===== src/rtl/frac_clk_gen_pkg.sv =====
// Shared types and helpers for the rational clock-enable generator.
package frac_clk_pkg;

    typedef enum logic {
        RUN  = 1'b0,
        PEND = 1'b1
    } state_t;

    localparam int unsigned DEF_NUM_RST = 1007;
    localparam int unsigned DEF_DEN_RST = 2000;

    // A ratio is usable when it never asks for more than one tick per cycle.
    function automatic logic is_legal_ratio(input logic [31:0] num, input logic [31:0] den);
        return (den != 32'd0) && (num <= den);
    endfunction

endpackage


===== src/rtl/frac_clk_gen_if.sv =====
// Ratio configuration handshake between a controller and frac_clk_gen.
interface frac_clk_gen_if #(parameter int ACC_W = 16);

    logic [ACC_W-1:0] cfg_num;
    logic [ACC_W-1:0] cfg_den;
    logic             cfg_valid;
    logic             cfg_ready;
    logic             cfg_err;

    modport master (output cfg_num, cfg_den, cfg_valid, input cfg_ready, cfg_err);
    modport slave  (input cfg_num, cfg_den, cfg_valid, output cfg_ready, cfg_err);

endinterface


===== src/rtl/frac_clk_gen_acc.sv =====
// Phase accumulator: adds num each enabled cycle, subtracts den and registers a tick on wrap.
module frac_clk_acc #(
    parameter int ACC_W = 16
) (
    input  logic             clk,
    input  logic             rst,
    input  logic             en,
    input  logic             clr,
    input  logic [ACC_W-1:0] num,
    input  logic [ACC_W-1:0] den,
    output logic             hit,
    output logic             tick
);

    // One spare bit so acc + num never overflows before the compare.
    logic [ACC_W:0] acc;
    logic [ACC_W:0] s;

    assign s   = acc + {1'b0, num};
    assign hit = en && (s >= {1'b0, den});

    always_ff @(posedge clk) begin
        if (rst) begin
            acc  <= '0;
            tick <= 1'b0;
        end else begin
            tick <= hit;
            if (clr)
                acc <= '0;
            else if (en)
                acc <= hit ? (s - {1'b0, den}) : s;
        end
    end

endmodule


===== src/rtl/frac_clk_gen.sv =====
// Rational clock-enable generator: tick at f_clk*NUM/DEN, clk_out at half that rate.
// Optional FRAC_CLK_GEN_STATS_EN adds tick_cnt and apply_cnt outputs.
module frac_clk_gen
    import frac_clk_pkg::*;
#(
    parameter int          ACC_W   = 16,
    parameter int unsigned NUM_RST = DEF_NUM_RST,
    parameter int unsigned DEN_RST = DEF_DEN_RST
) (
    input  logic          clk,
    input  logic          rst,
    input  logic          en,
    frac_clk_gen_if.slave cfg,
    output logic          tick,
    output logic          clk_out,
    output logic          cfg_pending
`ifdef FRAC_CLK_GEN_STATS_EN
    ,
    output logic [31:0]   tick_cnt,
    output logic [7:0]    apply_cnt
`endif
);

    state_t           state;
    logic [ACC_W-1:0] num_q;
    logic [ACC_W-1:0] den_q;
    logic [ACC_W-1:0] sh_num;
    logic [ACC_W-1:0] sh_den;
    logic             hit;
    logic             take;
    logic             legal;
    logic             apply;

    assign take  = cfg.cfg_valid && cfg.cfg_ready;
    assign legal = is_legal_ratio(32'(cfg.cfg_num), 32'(cfg.cfg_den));
    // num==0 never ticks, so it escapes straight to the apply; en=0 still holds it off.
    assign apply = (state == PEND) && en && (hit || (num_q == '0));

    frac_clk_acc #(.ACC_W(ACC_W)) u_acc (
        .clk  (clk),
        .rst  (rst),
        .en   (en),
        .clr  (apply),
        .num  (num_q),
        .den  (den_q),
        .hit  (hit),
        .tick (tick)
    );

    always_ff @(posedge clk) begin
        if (rst) begin
            state         <= RUN;
            num_q         <= ACC_W'(NUM_RST);
            den_q         <= ACC_W'(DEN_RST);
            sh_num        <= '0;
            sh_den        <= '0;
            cfg.cfg_ready <= 1'b1;
            cfg.cfg_err   <= 1'b0;
            cfg_pending   <= 1'b0;
            clk_out       <= 1'b0;
        end else begin
            cfg.cfg_err <= take && !legal;
            if (hit)
                clk_out <= ~clk_out;
            case (state)
                RUN: begin
                    if (take && legal) begin
                        sh_num        <= cfg.cfg_num;
                        sh_den        <= cfg.cfg_den;
                        state         <= PEND;
                        cfg.cfg_ready <= 1'b0;
                        cfg_pending   <= 1'b1;
                    end
                end
                PEND: begin
                    if (apply) begin
                        num_q         <= sh_num;
                        den_q         <= sh_den;
                        state         <= RUN;
                        cfg.cfg_ready <= 1'b1;
                        cfg_pending   <= 1'b0;
                    end
                end
                default: state <= RUN;
            endcase
        end
    end

`ifdef FRAC_CLK_GEN_STATS_EN
    always_ff @(posedge clk) begin
        if (rst) begin
            tick_cnt  <= '0;
            apply_cnt <= '0;
        end else begin
            if (hit)
                tick_cnt <= tick_cnt + 32'd1;
            if (apply && (apply_cnt != 8'hFF))
                apply_cnt <= apply_cnt + 8'd1;
        end
    end
`endif

endmodule


===== src/flat_wrapper.sv =====
// flat-port wrapper written by rule: the top's interface ports become plain ports
module frac_clk_gen_flat import frac_clk_pkg::*;
#(
    parameter int          ACC_W   = 16,
    parameter int unsigned NUM_RST = DEF_NUM_RST,
    parameter int unsigned DEN_RST = DEF_DEN_RST
)
  (clk, rst, en, tick, clk_out, cfg_pending, cfg_cfg_num, cfg_cfg_den, cfg_cfg_valid, cfg_cfg_ready, cfg_cfg_err);
  frac_clk_gen_if #(.ACC_W(ACC_W)) cfg_i ();
  input  logic clk;
  input  logic rst;
  input  logic en;
  output logic tick;
  output logic clk_out;
  output logic cfg_pending;
  input wire logic [$bits(cfg_i.cfg_num)-1:0] cfg_cfg_num;
  input wire logic [$bits(cfg_i.cfg_den)-1:0] cfg_cfg_den;
  input wire logic [$bits(cfg_i.cfg_valid)-1:0] cfg_cfg_valid;
  output wire logic [$bits(cfg_i.cfg_ready)-1:0] cfg_cfg_ready;
  output wire logic [$bits(cfg_i.cfg_err)-1:0] cfg_cfg_err;
  assign cfg_i.cfg_num = cfg_cfg_num;
  assign cfg_i.cfg_den = cfg_cfg_den;
  assign cfg_i.cfg_valid = cfg_cfg_valid;
  assign cfg_cfg_ready = cfg_i.cfg_ready;
  assign cfg_cfg_err = cfg_i.cfg_err;
  frac_clk_gen #(.ACC_W(ACC_W), .NUM_RST(NUM_RST), .DEN_RST(DEN_RST)) u_core (.clk(clk), .rst(rst), .en(en), .cfg(cfg_i), .tick(tick), .clk_out(clk_out), .cfg_pending(cfg_pending));
endmodule

===== config.mk =====
export PLATFORM = sky130hd
export DESIGN_NAME = frac_clk_gen_flat
export DESIGN_NICKNAME = d
export VERILOG_FILES = /design/src/rtl/frac_clk_gen_pkg.sv /design/src/rtl/frac_clk_gen_if.sv /design/src/rtl/frac_clk_gen_acc.sv /design/src/rtl/frac_clk_gen.sv /design/src/flat_wrapper.sv
export SDC_FILE = /design/constraint.sdc
export NUM_CORES = 1
export LEC_CHECK = 0
export ABC_AREA = 1
export CORE_UTILIZATION = 53
export DETAILED_ROUTE_END_ITERATION = 7
export GPL_ROUTABILITY_DRIVEN = 0
export PLACE_DENSITY_LB_ADDON = 0.25
export SYNTH_ARGS = -nofsm -noshare
export SYNTH_HDL_FRONTEND = slang
export SYNTH_SLANG_ARGS = --single-unit

===== constraint.sdc =====
create_clock -name clk -period 4.4 [get_ports clk]
set_input_delay 1.32 -clock clk [delete_from_list [all_inputs] [get_ports clk]]
set_output_delay 1.32 -clock clk [all_outputs]
set_load 0.05 [all_outputs]

==> results.yml <==
run_status:
  status: "completed"
finish:
  synthToLayoutAreaGrowth_pct: 12.3
  num_antenna_cells: 0
  num-fill-cells: 971
  nets: 933
  drive_gt1_frac: 0.0939
floorplan:
  start_util: 0.550
  dieArea_sq_um: 11200
  die_h_microns: 106
  core_area_sq_um: 10400
  ios: 41
  fp.dieW_microns: 106
  num_rows: 37
synth:
  synth.avg_cell_area_sq_um: 6.94
  synth_edf_count: 0
  yosysTopAreaCell: "dfxtp_1"
  yosys.cell_types.count: 37
  synth.area.top_cells: "dfxtp_1, nand2_1, ha_1"
  synth_cells: 821
  ys_seq_area_frac: 0.305
  synth.top_cell.area_share: 0.305
  syn-cell-area_sq_um: 5700
  yosys_warnings: 0
  ys.flop_type: "dfxtp_1"
  synth_top_cells_by_count: "nand2_1, nand3_1, dfxtp_1, a21oi_1, inv_1"
  synthArstFlopShare: 0
  ys_ff_latch: 87
  syn_nets: 907
  yosysMostFrequentCell: "nand2_1"
global_route:
  antenna_found_initial: 0
  grt_pass1_vias: 5206
  grt_pass1_wl_microns: 24500
  grtUsageTotal: 0.276
  grt_max_degree: 53
  overflow: 0
critical_path:
  r2r.worst_path.cells: 21
  r2r_setup_slack_ps: 460
  cp.required_ps: 4660
  critPathBufInv: 2
  critPathMostFrequentCell: "nand2_1"
  worstPathArrival_ps: 4200
  slowest_stage: "fa_1"
  critical_path.top_delay_family: "simple AND/OR/NAND/NOR gates"
  crit_path_max_incr_delay_ps: 420
  worstSetupStartpoint: "u_core.num_q[0]$_SDFFE_PP1P_"
  worstSetupPathType: "flop to flop"
  endpoint_kind: "flop"
  critPathLaunchType: "flop"
  path_cells: "ha_1, fa_1, nand3_1, nand3_2, nand2_1, nand2_2, nand2_1, nand2_1, xnor2_1, inv_1, ha_1, a21oi_1, nand2_1, a21oi_1, nand2_1, nand2_2, nand4_4, inv_1, nor2_1, nor2_1, nor2_1"
  crit_cells: 21
  crit_path_max_fanout: 18
  r2r_start: "u_core.num_q[0]$_SDFFE_PP1P_"
timing:
  max_slew_margin: 0.495
  finalCriticalPeriod_ps: 3940
  finalCritPeriodShare: 0.895
  setup_tns_ps: 0
  fin_worst_skew_ps: 14.0
  hold_viol_final: 0
  hold_ws_ps: 461
  tightest_slew_ps: 757
  drv_slew: 0
  rsz0062_at_grt: "no"
  fmax_ghz: 0.254
  finalSetupViolCount: 0
routing:
  drt_first_pass_iters: 5
  routedWlPerCell_microns: 15.0
  drtAntennaViolNets: 0
  vias: 5525
  wl_microns: 14800
  drcViolationCount: 0
  via_per_inst: 5.59
  drt-initial-drc-count: 340
run:
  cap_violations: 0
clock_tree:
  clk_pin_slew_ps: 100
  cts_tree: "yes"
  ctsHoldBuffers: 0
  cts.htree.levels: 3
  clock_latency_ps: 380
  clock-sinks: 87
  cts_root_buffer: "clkbuf_8"
  cts_buffers: 9
  clk_path_buf_depth: 2
hold_path:
  worstHoldStart: "u_core.cfg_pending$_SDFFE_PP0P_"
  min_path_cells: 2
  hp-class: "flop to flop"
power:
  power-per-cell-area_nw_per_um2: 684
  ir_drop_mv: 0.419
  p_leak_nw: 2.94
placed_design:
  portBuffers: 40
  hpwl_microns: 11600
kinds of logic (layout without fill, tap and decap cells):
logic type	Yosys count	after routing	synth area share
flip-flops	87	87	0.305
XOR/XNOR	23	23	0.0353
AO/OA/AOI/OAI	126	126	0.125
buffers and inverters	120	151	0.0854
AND/OR/NAND/NOR	415	415	0.336
adder cells (fa/ha/maj)	50	50	0.112
flip-flops by register name (all words and copies together), names as in the netlist:
register,cells
u_core.cfg.cfg_err,1
u_core.clk_out,1
u_core.u_acc.tick,1
u_core.sh_num,16
u_core.u_acc.acc,17
u_core.num_q,16
u_core.cfg.cfg_ready,1
u_core.state,1
u_core.cfg_pending,1
u_core.sh_den,16
u_core.den_q,16
cells in the final DEF, fill, tap and decap left out, drive strengths merged:
cell and instances:
a211oi 1, a21boi 1, a21o 1, a21oi 99, and2 1, buf 9, bufinv 1, clkbuf 10
clkdlybuf4s50 39, clkinvlp 2, dfxtp 87, fa 2, ha 48, inv 90, nand2 221, nand3 122
nand3b 3, nand4 7, nor2 45, nor3 3, nor4 8, o21a 5, o21ai 16, o21bai 3
or2 5, xnor2 11, xor2 12
worst register-to-register path, stage by stage, from the launching register on:
cell     delay [ps]
dfxtp_1         340
ha_1            210
fa_1            420
nand3_1         110
nand3_2         110
nand2_1         100
nand2_2          90
nand2_1          70
nand2_1          50
xnor2_1         200
inv_1            70
ha_1            340
a21oi_1         230
nand2_1         120
a21oi_1         150
nand2_1         120
nand2_2         200
nand4_4         270
inv_1           270
nor2_1           80
nor2_1          210
nor2_1           60
worst paths after layout:
path / to
min: u_core.cfg_pending$_SDFFE_PP0P_
max reg2reg: u_core.u_acc.acc[11]$_SDFFE_PP0P_
min reg2reg: u_core.cfg_pending$_SDFFE_PP0P_
max: u_core.u_acc.acc[11]$_SDFFE_PP0P_
layer usage:
metal,GRT usage,up-vias,share of wire
li1,-,2764,-
met1,0.350,2535,0.45
met2,0.464,188,0.46
met3,0.0340,38,0.054
met4,0.135,0,0.037
met5,0,-,0
stage by stage:
stage	total power, mW	setup slack, ps	std cells	utilization	cell area (sq um)
6_report	4.38	463	988	0.617	6400
2_1_floorplan	3.09	1160	821	-	5700
3_5_place_dp	3.73	406	972	0.596	6180
4_1_cts	4.34	371	988	0.617	6400
5_1_grt	4.75	48.9	988	0.617	6400
3_3_place_gp	3.66	535	972	0.596	6180
layout make-up:
class                      count  area [sq um]  area share
timing repair buffer          48           468      0.0731
sequential                    87          1740       0.272
multi-input combinational    614          3480       0.544
tap                          136           170      0.0266
clock buffer                  10           138      0.0215
clock inverter                 6          76.3      0.0119
inverter                      87           327      0.0510
power by group:
group / internal [mW] / total (mW) / switching [mW]
logic: 0.975 / 2.79 / 1.82
clock network: 0.288 / 0.603 / 0.315
registers: 0.901 / 0.979 / 0.0776
total: 2.16 / 4.38 / 2.21
timing repair:
item,CTS,global route
setup buffers,0,0
endpoints found under the setup margin,0,12
gates resized for setup,0,1
No activity file was read; power rests on OpenSTA's default activity.
